File: config.mk
export PLATFORM = sky130hd
export DESIGN_NAME = dmem_arbiter
export DESIGN_NICKNAME = d
export VERILOG_FILES = /design/src/rtl/dmem_arbiter.sv
export SDC_FILE = /design/constraint.sdc
export NUM_CORES = 1
export LEC_CHECK = 0
export ABC_AREA = 1
export BUFFER_PORTS_ARGS = -buffer_cell sky130_fd_sc_hd__buf_4
export CORE_AREA = 3 3 119 121
export DETAILED_ROUTE_END_ITERATION = 10
export DIE_AREA = 0 0 122 124
export GPL_TIMING_DRIVEN = 1
export SYNTH_ARGS = -nofsm -noshare
export SYNTH_HDL_FRONTEND = slang
export SYNTH_SLANG_ARGS = --single-unit
File: constraint.sdc
create_clock -name clk -period 3.81 [get_ports clk]
set_input_delay 0.762 -clock clk [delete_from_list [all_inputs] [get_ports clk]]
set_output_delay 0.762 -clock clk [all_outputs]
set_load 0.03 [all_outputs]
File: src/rtl/dmem_arbiter.sv
// Data-memory arbiter: shares one single-port data memory between the CPU
// MW stage and the UART buffer controller. The CPU has default priority;
// a UART request refused for UART_MAX_WAIT consecutive cycles is granted for
// one beat, stalling the CPU. Read returns are steered by a registered tag.
module dmem_arbiter #(
  parameter int UART_MAX_WAIT = 4
) (
  input  logic        clk,
  input  logic        rst,
  // CPU port
  input  logic        cpu_req,
  input  logic        cpu_we,
  input  logic [31:0] cpu_addr,
  input  logic [31:0] cpu_wdata,
  input  logic [3:0]  cpu_mask,
  output logic        cpu_stall,
  output logic        cpu_rvalid,
  output logic [31:0] cpu_rdata,
  // UART buffer controller port
  input  logic        uart_req,
  input  logic        uart_we,
  input  logic [31:0] uart_addr,
  input  logic [31:0] uart_wdata,
  output logic        uart_gnt,
  output logic        uart_rvalid,
  output logic [31:0] uart_rdata,
  // Memory command port
  output logic        mem_en,
  output logic        mem_we,
  output logic [31:0] mem_addr,
  output logic [31:0] mem_wdata,
  output logic [3:0]  mem_mask,
  input  logic [31:0] mem_rdata
);

  typedef enum logic [1:0] {
    IDLE     = 2'd0,
    CPU_ACT  = 2'd1,
    UART_ACT = 2'd2
  } state_t;

  localparam logic [3:0] MAX_WAIT_CNT = 4'(UART_MAX_WAIT);
  localparam logic [3:0] WAIT_SAT     = 4'd15;

  state_t      state;
  state_t      state_next;
  logic [3:0]  wait_cnt;
  logic [3:0]  wait_cnt_next;
  logic        rd_pending;
  logic        force_uart;
  logic        cpu_gnt;

  // The UART is forced in once its refusal streak reaches the limit.
  assign force_uart = uart_req && (wait_cnt >= MAX_WAIT_CNT);

  // Pick the owner of this cycle's command, drive the memory from it and
  // compute the next owner and the next refusal-streak value.
  always_comb begin
    state_next    = IDLE;
    wait_cnt_next = wait_cnt;
    cpu_gnt       = 1'b0;
    uart_gnt      = 1'b0;
    cpu_stall     = 1'b0;
    mem_en        = 1'b0;
    mem_we        = 1'b0;
    mem_addr      = 32'd0;
    mem_wdata     = 32'd0;
    mem_mask      = 4'd0;

    // Nothing is granted while reset is held, so the first grant lands on
    // the first edge after release.
    if (rst) begin
      if (uart_req && (force_uart || !cpu_req)) begin
        uart_gnt   = 1'b1;
        state_next = UART_ACT;
        mem_en     = 1'b1;
        mem_we     = uart_we;
        mem_addr   = uart_addr;
        mem_wdata  = uart_wdata;
        mem_mask   = 4'b1111;
      end else if (cpu_req) begin
        cpu_gnt    = 1'b1;
        state_next = CPU_ACT;
        mem_en     = 1'b1;
        mem_we     = cpu_we;
        mem_addr   = cpu_addr;
        mem_wdata  = cpu_wdata;
        mem_mask   = cpu_mask;
      end

      // The streak clears on a grant or when the UART gives up, and
      // otherwise counts refused cycles up to saturation.
      if (uart_gnt || !uart_req) begin
        wait_cnt_next = 4'd0;
      end else if (wait_cnt != WAIT_SAT) begin
        wait_cnt_next = wait_cnt + 4'd1;
      end

      cpu_stall = cpu_req && !cpu_gnt;
    end
  end

  // Owner register, refusal streak and the "last command was a read" tag.
  always_ff @(posedge clk or negedge rst) begin
    if (!rst) begin
      state      <= IDLE;
      wait_cnt   <= 4'd0;
      rd_pending <= 1'b0;
    end else begin
      state      <= state_next;
      wait_cnt   <= wait_cnt_next;
      rd_pending <= mem_en && !mem_we;
    end
  end

  // Read data returns to whoever owned last cycle's read; the tag is cleared
  // by reset, which also cancels any pending return.
  assign cpu_rvalid  = rd_pending && (state == CPU_ACT);
  assign uart_rvalid = rd_pending && (state == UART_ACT);
  assign cpu_rdata   = cpu_rvalid  ? mem_rdata : 32'd0;
  assign uart_rdata  = uart_rvalid ? mem_rdata : 32'd0;

endmodule

==> impl_metrics.env, run 1 <==
export IMPL_cellLeakagePower_nw=2.72
export IMPL_layout_drive_gt1_share_pct=48.3
export IMPL_start_util_pct=12.7
export IMPL_grt_overflow=0
export IMPL_peakVddDrop_mv=0.168
export IMPL_ys_types=20
export IMPL_tightest_slew_ns=0.991
export IMPL_gp_congestion=0.724
export IMPL_synth_area_leaders="nand2_1 47%, nor2_1 16%, dfrtp_1 10%, inv_1 9.4%, buf_6 8.1%"
export IMPL_multi_input_area_sq_um=1170
export IMPL_critPathArrivalTime_ns=2.12
export IMPL_ant_nets=0
export IMPL_setup_violations=0
export IMPL_fin_crit_ns=2.88
export IMPL_io_pins=308
export IMPL_synthesis_nets=536
export IMPL_yosysSeqAreaShare_pct=10.5
export IMPL_synth_xor_area_share_pct=0.523
export IMPL_tritoncts="yes"
export IMPL_start_kind="primary input"
export IMPL_num_antenna_cells=0
export IMPL_fin_worst_skew_ns=0.000641
export IMPL_ys_seq_elements=7
export IMPL_area_growth_pct=149
export IMPL_cts_resized=0
export IMPL_synth_edf_count=0
export IMPL_vias_per_cell=3.69
export IMPL_maxSlewHeadroom_pct=33.8
export IMPL_nFillCells=1482
export IMPL_synth_compound_area_share_pct=1.57
export IMPL_htreeDepth=1
export IMPL_clk_pin_slew_ns=0.04
export IMPL_drv_cap=0
export IMPL_seq_area_sq_um=175
export IMPL_place_ws_ns=0.902
export IMPL_netlist_instances=365
export IMPL_synth_top_family_by_area="simple AND/OR/NAND/NOR gates"
export IMPL_r2r_start="wait_cnt[2]"
export IMPL_status="complete, no violations"
export IMPL_p_per_area_nw_per_um2=173
export IMPL_die_area_sq_um=15100
export IMPL_critPathKind="primary input to primary output"
export IMPL_grt_pass1_wl_mm=14.0
export IMPL_drtPass1Iterations=4
export IMPL_vias=3089
export IMPL_drt_initial_drc_count=139
export IMPL_clk_path_buf_depth=2
export IMPL_yosys_area_top_type="nand2_1"
export IMPL_hold_buffers=0
export IMPL_clk_latency_ns=0.23
export IMPL_tns_ns=0
export IMPL_drc_errors=0
export IMPL_synth_area_sq_um=1670
export IMPL_fin_ws_ns=0.931
export IMPL_endpoint_kind="primary output"
export IMPL_coreArea_sq_um=13200
export IMPL_rrSetupSlack_ns=2.37
export IMPL_ys_warnings_count=0
export IMPL_synth_top_area_share_pct=46.9
export IMPL_hold_class="primary input to async pin"
export IMPL_syn_avg_cell_area_sq_um=4.59
export IMPL_maxSlewViolCount=0
export IMPL_ys_top_cells_by_count="209 x nand2_1, 72 x nor2_1, 42 x inv_1"
export IMPL_post_cts_setup_buffers=0
export IMPL_final_core_util_pct=31.6
export IMPL_routed_wl_mm=9.72
export IMPL_synth_mux_area_share_pct=0
export IMPL_grt_total_usage_pct=11.2
export IMPL_die_w_um=122
export IMPL_fmax_ghz=0.347
export IMPL_r2r_cells=5
export IMPL_grt_max_degree=65
export IMPL_placedCellCount=834
export IMPL_root_buffer="clkbuf_16"
export IMPL_synthSimpleGateAreaFrac_pct=67.2
export IMPL_grt_pass1_vias=2915
export IMPL_crit_required_ns=3.05
export IMPL_die_y_um=124
export IMPL_rr_endpoint="state[1]"
export IMPL_synthMostInstantiatedCell="nand2_1"
export IMPL_async_reset_ff_share_pct=100
export IMPL_dp_hpwl_mm=8.28
export IMPL_antenna_found_initial=0
export IMPL_design_area_sq_um=4170
export IMPL_nNetsFinal=834
export IMPL_synth_adder_area_share_pct=0.747
export IMPL_final_cells=838
export IMPL_io_buffers=307
export IMPL_grt_setup_unrepaired="no"
export IMPL_cts_buffers=3
export IMPL_fp_row_count=42
export IMPL_wl_per_cell_um=11.6
export IMPL_fin_crit_sh_pct=75.6
export IMPL_cts_sinks=7
export IMPL_synthFlopType="dfrtp_1"
export IMPL_cp_max_fo=41
export IMPL_place_area_sq_um=4090
export IMPL_hold_viol_final=0
-- how the worst max path moves through the flow --
stage	start	end	slack (ns)	cells past startpoint
after detailed placement	rst	mem_addr[9]	0.90	9
final	rst	mem_addr[27]	0.93	9
after floorplan	state[0]	uart_rdata[10]	1.06	4
after global placement	rst	mem_addr[9]	0.92	9
after global routing	rst	mem_addr[28]	0.75	9
after CTS	rst	mem_addr[9]	0.90	9
-- state kept, by name, summed over array words and instances (netlist names) --
| signal | cells |
|---|---|
| rd_pending | 1 |
| wait_cnt | 4 |
| state | 2 |
-- per-stage QoR --
| step | total power [mW] | hold WS, ns |
|---|---|---|
| 2_1_floorplan | 0.301 | 0.457 |
| 3_3_place_gp | 0.545 | 0.485 |
| 3_5_place_dp | 0.545 | 0.488 |
| 4_1_cts | 0.728 | 0.363 |
| 5_1_grt | 0.761 | 0.372 |
| 6_report | 0.719 | 0.364 |
-- layer usage --
layer / wire, um / GRT usage (%)
met1: 3590 / 13.2
met2: 5310 / 21.7
met3: 759 / 2.09
met4: 61 / 1.40
met5: 0 / 0
-- cells in the final DEF, fill, tap and decap left out, drive strengths merged --
cell    instances
inv            43
o21ai           2
nand3           3
nand4           2
ha              1
nor3            1
nand2         211
nor2           73
a21oi           1
xnor2           1
a21boi          1
buf           312
dfrtp           7
clkbuf          4
-- cell type report --
class | count | share of cell area (%)
clock buffer | 4 | 1.89
inverter | 43 | 3.94
multi-input combinational | 296 | 28.1
sequential | 7 | 4.21
tap | 176 | 5.29
timing repair buffer | 312 | 56.5
-- cells by family after synthesis --
logic type / Yosys count
AOI/OAI and AO/OA: 4
DFF: 7
xor gates and xnor gates: 1
adders and majority gates: 1
buffers and inverters: 62
and+or+nand+nor: 290
-- worst max-delay path: stages --
cell and delay (ns):
buf_4 0.18, nand2_1 0.07, inv_1 0.10, nand2_2 0.11, inv_4 0.34, buf_4 0.25
nand2_1 0.07, nand2_1 0.06, buf_4 0.15
-- power by group --
part	total, mW	internal [mW]	switching (mW)	leakage, nW
Combinational	0.460	0.213	0.247	2.59
Sequential	0.0802	0.0782	0.00197	0.0936
Clock	0.179	0.139	0.0393	0.0382
(Power assumes the default switching activity.)
==> inputs of run 2 (changes only) <==
CORE_AREA = 3 3 120 122   (was 3 3 119 121)
DIE_AREA = 0 0 123 125   (was 0 0 122 124)
clock period = 2.8 ns   (was 3.81 ns; I/O delays follow)
==> run 2 against run 1 <==
Core utilization is essentially flat. Critical path depth unchanged. Highest routed layer unchanged. Count of clock-buffer cells in the layout did not move. Critical endpoint is now mem_addr[26]. Critical path type unchanged. Register-to-register slack worse by 0.89 ns.
==> impl_metrics.env, run 2 (same netlist as run 1, synthesis figures left out) <==
export IMPL_status="complete, no violations"
export IMPL_clk_latency_ns=0.23
export IMPL_top_regs="wait_cnt: 4 flops, state: 2 flops, rd_pending: 1 flops"
export IMPL_maxSlewHeadroom_pct=76.4
export IMPL_fin_crit_ns=2.37
export IMPL_grt_total_usage_pct=11.7
export IMPL_multi_input_area_sq_um=1170
export IMPL_grt_pass1_wl_mm=14.8
export IMPL_fmax_ghz=0.422
export IMPL_seq_area_sq_um=175
export IMPL_crit_required_ns=2.24
export IMPL_hold_viol_final=0
export IMPL_io_pins=308
export IMPL_vias=3132
export IMPL_num_antenna_cells=0
export IMPL_antenna_found_initial=0
export IMPL_die_y_um=125
export IMPL_gp_congestion=0.884
export IMPL_die_w_um=123
export IMPL_clk_path_buf_depth=2
export IMPL_grt_max_degree=34
export IMPL_grt_pass1_vias=3094
export IMPL_hold_class="primary input to async pin"
export IMPL_root_buffer="clkbuf_16"
export IMPL_crit_family="buffers and inverters"
export IMPL_largest_register="wait_cnt"
export IMPL_critPathArrivalTime_ns=1.81
export IMPL_most_common_layout_cells="312 x buf_4, 209 x nand2_1, 72 x nor2_1"
export IMPL_start_util_pct=12.6
export IMPL_post_cts_setup_buffers=0
export IMPL_clk_pin_slew_ns=0.04
export IMPL_layout_drive_gt1_share_pct=48.5
export IMPL_holdWs_ns=0.157
export IMPL_routed_wl_mm=9.84
export IMPL_largest_reg_flops=4
export IMPL_grt_setup_unrepaired="no"
export IMPL_cts_sinks=7
export IMPL_setup_violations=0
export IMPL_start_kind="primary input"
export IMPL_worst_path_max_delay_cell="buf_4"
export IMPL_area_growth_pct=150
export IMPL_fin_crit_sh_pct=84.7
export IMPL_drtPass1Iterations=4
export IMPL_cts_buffers=3
export IMPL_r2r_start="wait_cnt[2]"
export IMPL_drt_initial_drc_count=83
export IMPL_p_per_area_nw_per_um2=235
export IMPL_rr_endpoint="state[0]"
export IMPL_wl_per_cell_um=11.7
export IMPL_mostFrequentLayoutCell="buf_4"
export IMPL_cp_slowest_stage_delay_ns=0.24
export IMPL_drc_errors=0
export IMPL_coreArea_sq_um=13300
export IMPL_critPathKind="primary input to primary output"
export IMPL_nFillCells=1485
export IMPL_tritoncts="yes"
export IMPL_path_buf_inv=5
export IMPL_path_cells="buf_4, nand2_1, inv_1, nand2_2, inv_4, buf_4, nand2_1, nand2_1, buf_4"
export IMPL_tns_ns=0
export IMPL_peakVddDrop_mv=0.162
export IMPL_ant_nets=0
export IMPL_grt_overflow=0
export IMPL_r2r_cells=4
export IMPL_cellLeakagePower_nw=2.73
export IMPL_tightest_slew_ns=0.354
export IMPL_hold_buffers=0
export IMPL_dp_hpwl_mm=8.61
export IMPL_endpoint_kind="primary output"
export IMPL_die_area_sq_um=15400
export IMPL_cp_max_fo=23
export IMPL_nNetsFinal=836
export IMPL_cts_resized=0
export IMPL_fp_row_count=42
export IMPL_htreeDepth=1
export IMPL_fin_worst_skew_ns=0.00237
export IMPL_maxSlewViolCount=0
export IMPL_drv_cap=0
export IMPL_rrSetupSlack_ns=1.48
export IMPL_vias_per_cell=3.73
export IMPL_io_buffers=307
## run 2: cell types whose count changed in the layout (fill, tap and decap cells not counted)
| cell | previous run | this run |
|---|---|---|
| buf_12 | 1 | 2 |
| buf_4 | 311 | 312 |
## run 2: worst max path at each step
stage | start | endpoint | slack, ns | cells after the start
after floorplan | state[0] | uart_rdata[10] | 0.25 | 4
after global placement | rst | mem_wdata[28] | 0.44 | 9
after detailed placement | rst | mem_addr[26] | 0.41 | 9
after CTS | rst | mem_addr[26] | 0.41 | 9
after global routing | rst | mem_addr[21] | 0.27 | 9
final | rst | mem_addr[26] | 0.43 | 9
## run 2: layout make-up
| type | instances | share of cell area, % |
|---|---|---|
| repair buffers | 314 | 56.8 |
| multi-input cells | 296 | 28.0 |
| well taps | 176 | 5.25 |
| flip-flops and latches | 7 | 4.18 |
| inverters | 43 | 3.91 |
| clock buffers | 4 | 1.88 |
## run 2: power breakdown
group | internal, mW | switching [mW] | total (mW)
Clock | 0.190 | 0.0562 | 0.246
Sequential | 0.106 | 0.00271 | 0.109
Combinational | 0.293 | 0.338 | 0.630
## run 2: worst register-to-register path: stages (launching register included)
cell and delay (ns):
dfrtp_1 0.41, o21ai_2 0.24, nand2_4 0.11, nor2_8 0.25
buf_4 0.23
## run 2: metal layers
metal  global-route usage [%]  vias up  routed length [um]
li1                         -     1646                   -
met1                     12.7     1308                3590
met2                     22.7      162                5200
met3                     2.80       16                 891
met4                     2.15        0                 157
met5                        0        -                   0
## run 2: stage by stage
| step | cells | power [mW] | area (sq um) | setup slack, ns | utilization (%) |
|---|---|---|---|---|---|
| finish | 840 | 0.985 | 4190 | 0.429 | 31.5 |
| global route | 840 | 1.05 | 4190 | 0.272 | 31.5 |
| CTS | 840 | 0.995 | 4190 | 0.407 | 31.5 |
| detailed placement | 836 | 0.746 | 4110 | 0.414 | 30.9 |
| global placement | 836 | 0.745 | 4110 | 0.438 | 30.9 |
| floorplan | 365 | 0.409 | 1670 | 0.251 | - |
==> inputs of run 3 (changes only) <==
clock period = 2.3 ns   (was 2.8 ns; I/O delays follow)
==> run 3 against run 2 <==
Combinational power up 23%. Core utilization increased by 0.37 points. Cell count increased by 0.24%. Die area did not move. Sequential power rose by 22%. Routed wire length increased by 0.28%. Highest routed layer unchanged.
==> impl_metrics.env, run 3 (same netlist as run 1, synthesis figures left out) <==
export IMPL_status="complete, no violations"
export IMPL_most_common_layout_cells="312 x buf_4, 209 x nand2_1, 72 x nor2_1"
export IMPL_ant_nets=0
export IMPL_wl_per_cell_um=11.7
export IMPL_fin_crit_sh_pct=94.2
export IMPL_grt_setup_unrepaired="no"
export IMPL_gp_congestion=0.833
export IMPL_io_buffers=307
export IMPL_largest_reg_flops=4
export IMPL_nNetsFinal=837
export IMPL_routed_wl_mm=9.86
export IMPL_rr_endpoint="state[0]"
export IMPL_die_y_um=125
export IMPL_hold_buffers=0
export IMPL_largest_register="wait_cnt"
export IMPL_r2r_cells=4
export IMPL_critPathKind="flop to primary output"
export IMPL_coreArea_sq_um=13300
export IMPL_grt_max_degree=65
export IMPL_vias_per_cell=3.68
export IMPL_clk_pin_slew_ns=0.04
export IMPL_fp_row_count=42
export IMPL_io_pins=308
export IMPL_r2r_start="wait_cnt[2]"
export IMPL_start_kind="flop"
export IMPL_maxSlewViolCount=0
export IMPL_clk_latency_ns=0.23
export IMPL_setup_violations=0
export IMPL_drt_initial_drc_count=99
export IMPL_cts_buffers=3
export IMPL_antenna_found_initial=1
export IMPL_fin_worst_skew_ns=0.00286
export IMPL_grt_pass1_vias=2944
export IMPL_routed_top_layer="met4"
export IMPL_hold_viol_final=0
export IMPL_layout_drive_gt1_share_pct=48.9
export IMPL_dr_wl_met3_um=961
export IMPL_grt_pass1_wl_mm=14.0
export IMPL_vias=3095
export IMPL_htreeDepth=1
export IMPL_cp_max_fo=18
export IMPL_dp_hpwl_mm=8.16
export IMPL_place_ws_ns=0.255
export IMPL_p_per_area_nw_per_um2=285
export IMPL_drt_met1_wl_mm=3.61
export IMPL_maxSlewHeadroom_pct=76.6
export IMPL_met2WireLength_mm=5.27
export IMPL_drv_cap=0
export IMPL_root_buffer="clkbuf_16"
export IMPL_clk_path_buf_depth=2
export IMPL_fin_ws_ns=0.134
export IMPL_critPathArrivalTime_ns=1.71
export IMPL_fmax_ghz=0.462
export IMPL_top_regs="wait_cnt: 4 flops, state: 2 flops, rd_pending: 1 flops"
export IMPL_grt_total_usage_pct=10.9
export IMPL_drtPass1Iterations=4
export IMPL_final_core_util_pct=31.9
export IMPL_post_cts_setup_buffers=0
export IMPL_die_w_um=123
export IMPL_mostFrequentLayoutCell="buf_4"
export IMPL_cts_resized=0
export IMPL_cts_sinks=7
export IMPL_start_util_pct=12.6
export IMPL_die_area_sq_um=15400
export IMPL_fin_crit_ns=2.17
export IMPL_tightest_slew_ns=0.351
export IMPL_area_growth_pct=153
export IMPL_hold_class="primary input to async pin"
export IMPL_nFillCells=1482
export IMPL_rrSetupSlack_ns=1.07
export IMPL_tritoncts="yes"
export IMPL_endpoint_kind="primary output"
export IMPL_tns_ns=0
export IMPL_cellLeakagePower_nw=2.75
export IMPL_peakVddDrop_mv=0.170
export IMPL_crit_required_ns=1.84
export IMPL_grt_overflow=0
export IMPL_drc_errors=0
-- run 3: cell types whose count changed in the layout (fill, tap and decap cells not counted), sizes merged --
cell,change
diode,+1
clkinv,+1
-- run 3: worst max path at each step --
stage	cells past startpoint	slack, ns	from	endpoint
floorplan	4	0.16	state[0]	uart_rdata[10]
detailed placement	9	0.26	uart_req	mem_addr[18]
CTS	8	0.07	wait_cnt[2]	mem_wdata[5]
global placement	9	0.28	uart_req	mem_wdata[5]
global route	8	0.04	wait_cnt[2]	mem_wdata[16]
finish	8	0.13	wait_cnt[2]	mem_addr[18]
-- run 3: layer usage --
layer / global-route usage (%) / up-vias
met5: 0 / -
met2: 21.4 / 151
met4: 1.37 / 0
li1: - / 1648
met3: 2.35 / 2
met1: 12.2 / 1294
-- run 3: area by class of cell --
class	count	area [sq um]	share of cell area, %
tap	176	220	5.19
antenna	1	2.50	0.0590
clock buffer	3	75.1	1.77
inverter	43	164	3.86
sequential	7	175	4.13
timing repair buffer	315	2410	56.9
clock inverter	1	5.00	0.118
multi-input combinational	296	1180	27.9
-- run 3: critical path, cell delays in order, from the launching register on --
cell and delay, ns:
dfrtp_1 0.44, o21ai_4 0.20, nand2_4 0.10, nand2_2 0.13
inv_4 0.11, buf_4 0.20, nand2_1 0.06, nand2_1 0.06
buf_4 0.17
-- run 3: where the power goes --
part           total, mW  switching, mW  internal, mW
Combinational      0.775          0.413         0.362
Clock              0.300         0.0718         0.229
Sequential         0.133        0.00352         0.129
-- run 3: metrics by stage --
step           instances  instance area (sq um)  hold WS [ns]  total power, mW
6_report             842                   4240        0.0122             1.21
5_1_grt              842                   4240       0.00782             1.28
4_1_cts              840                   4200        0.0114             1.21
3_5_place_dp         836                   4120         0.256            0.905
3_3_place_gp         836                   4120         0.256            0.905
2_1_floorplan        365                   1680         0.164            0.498
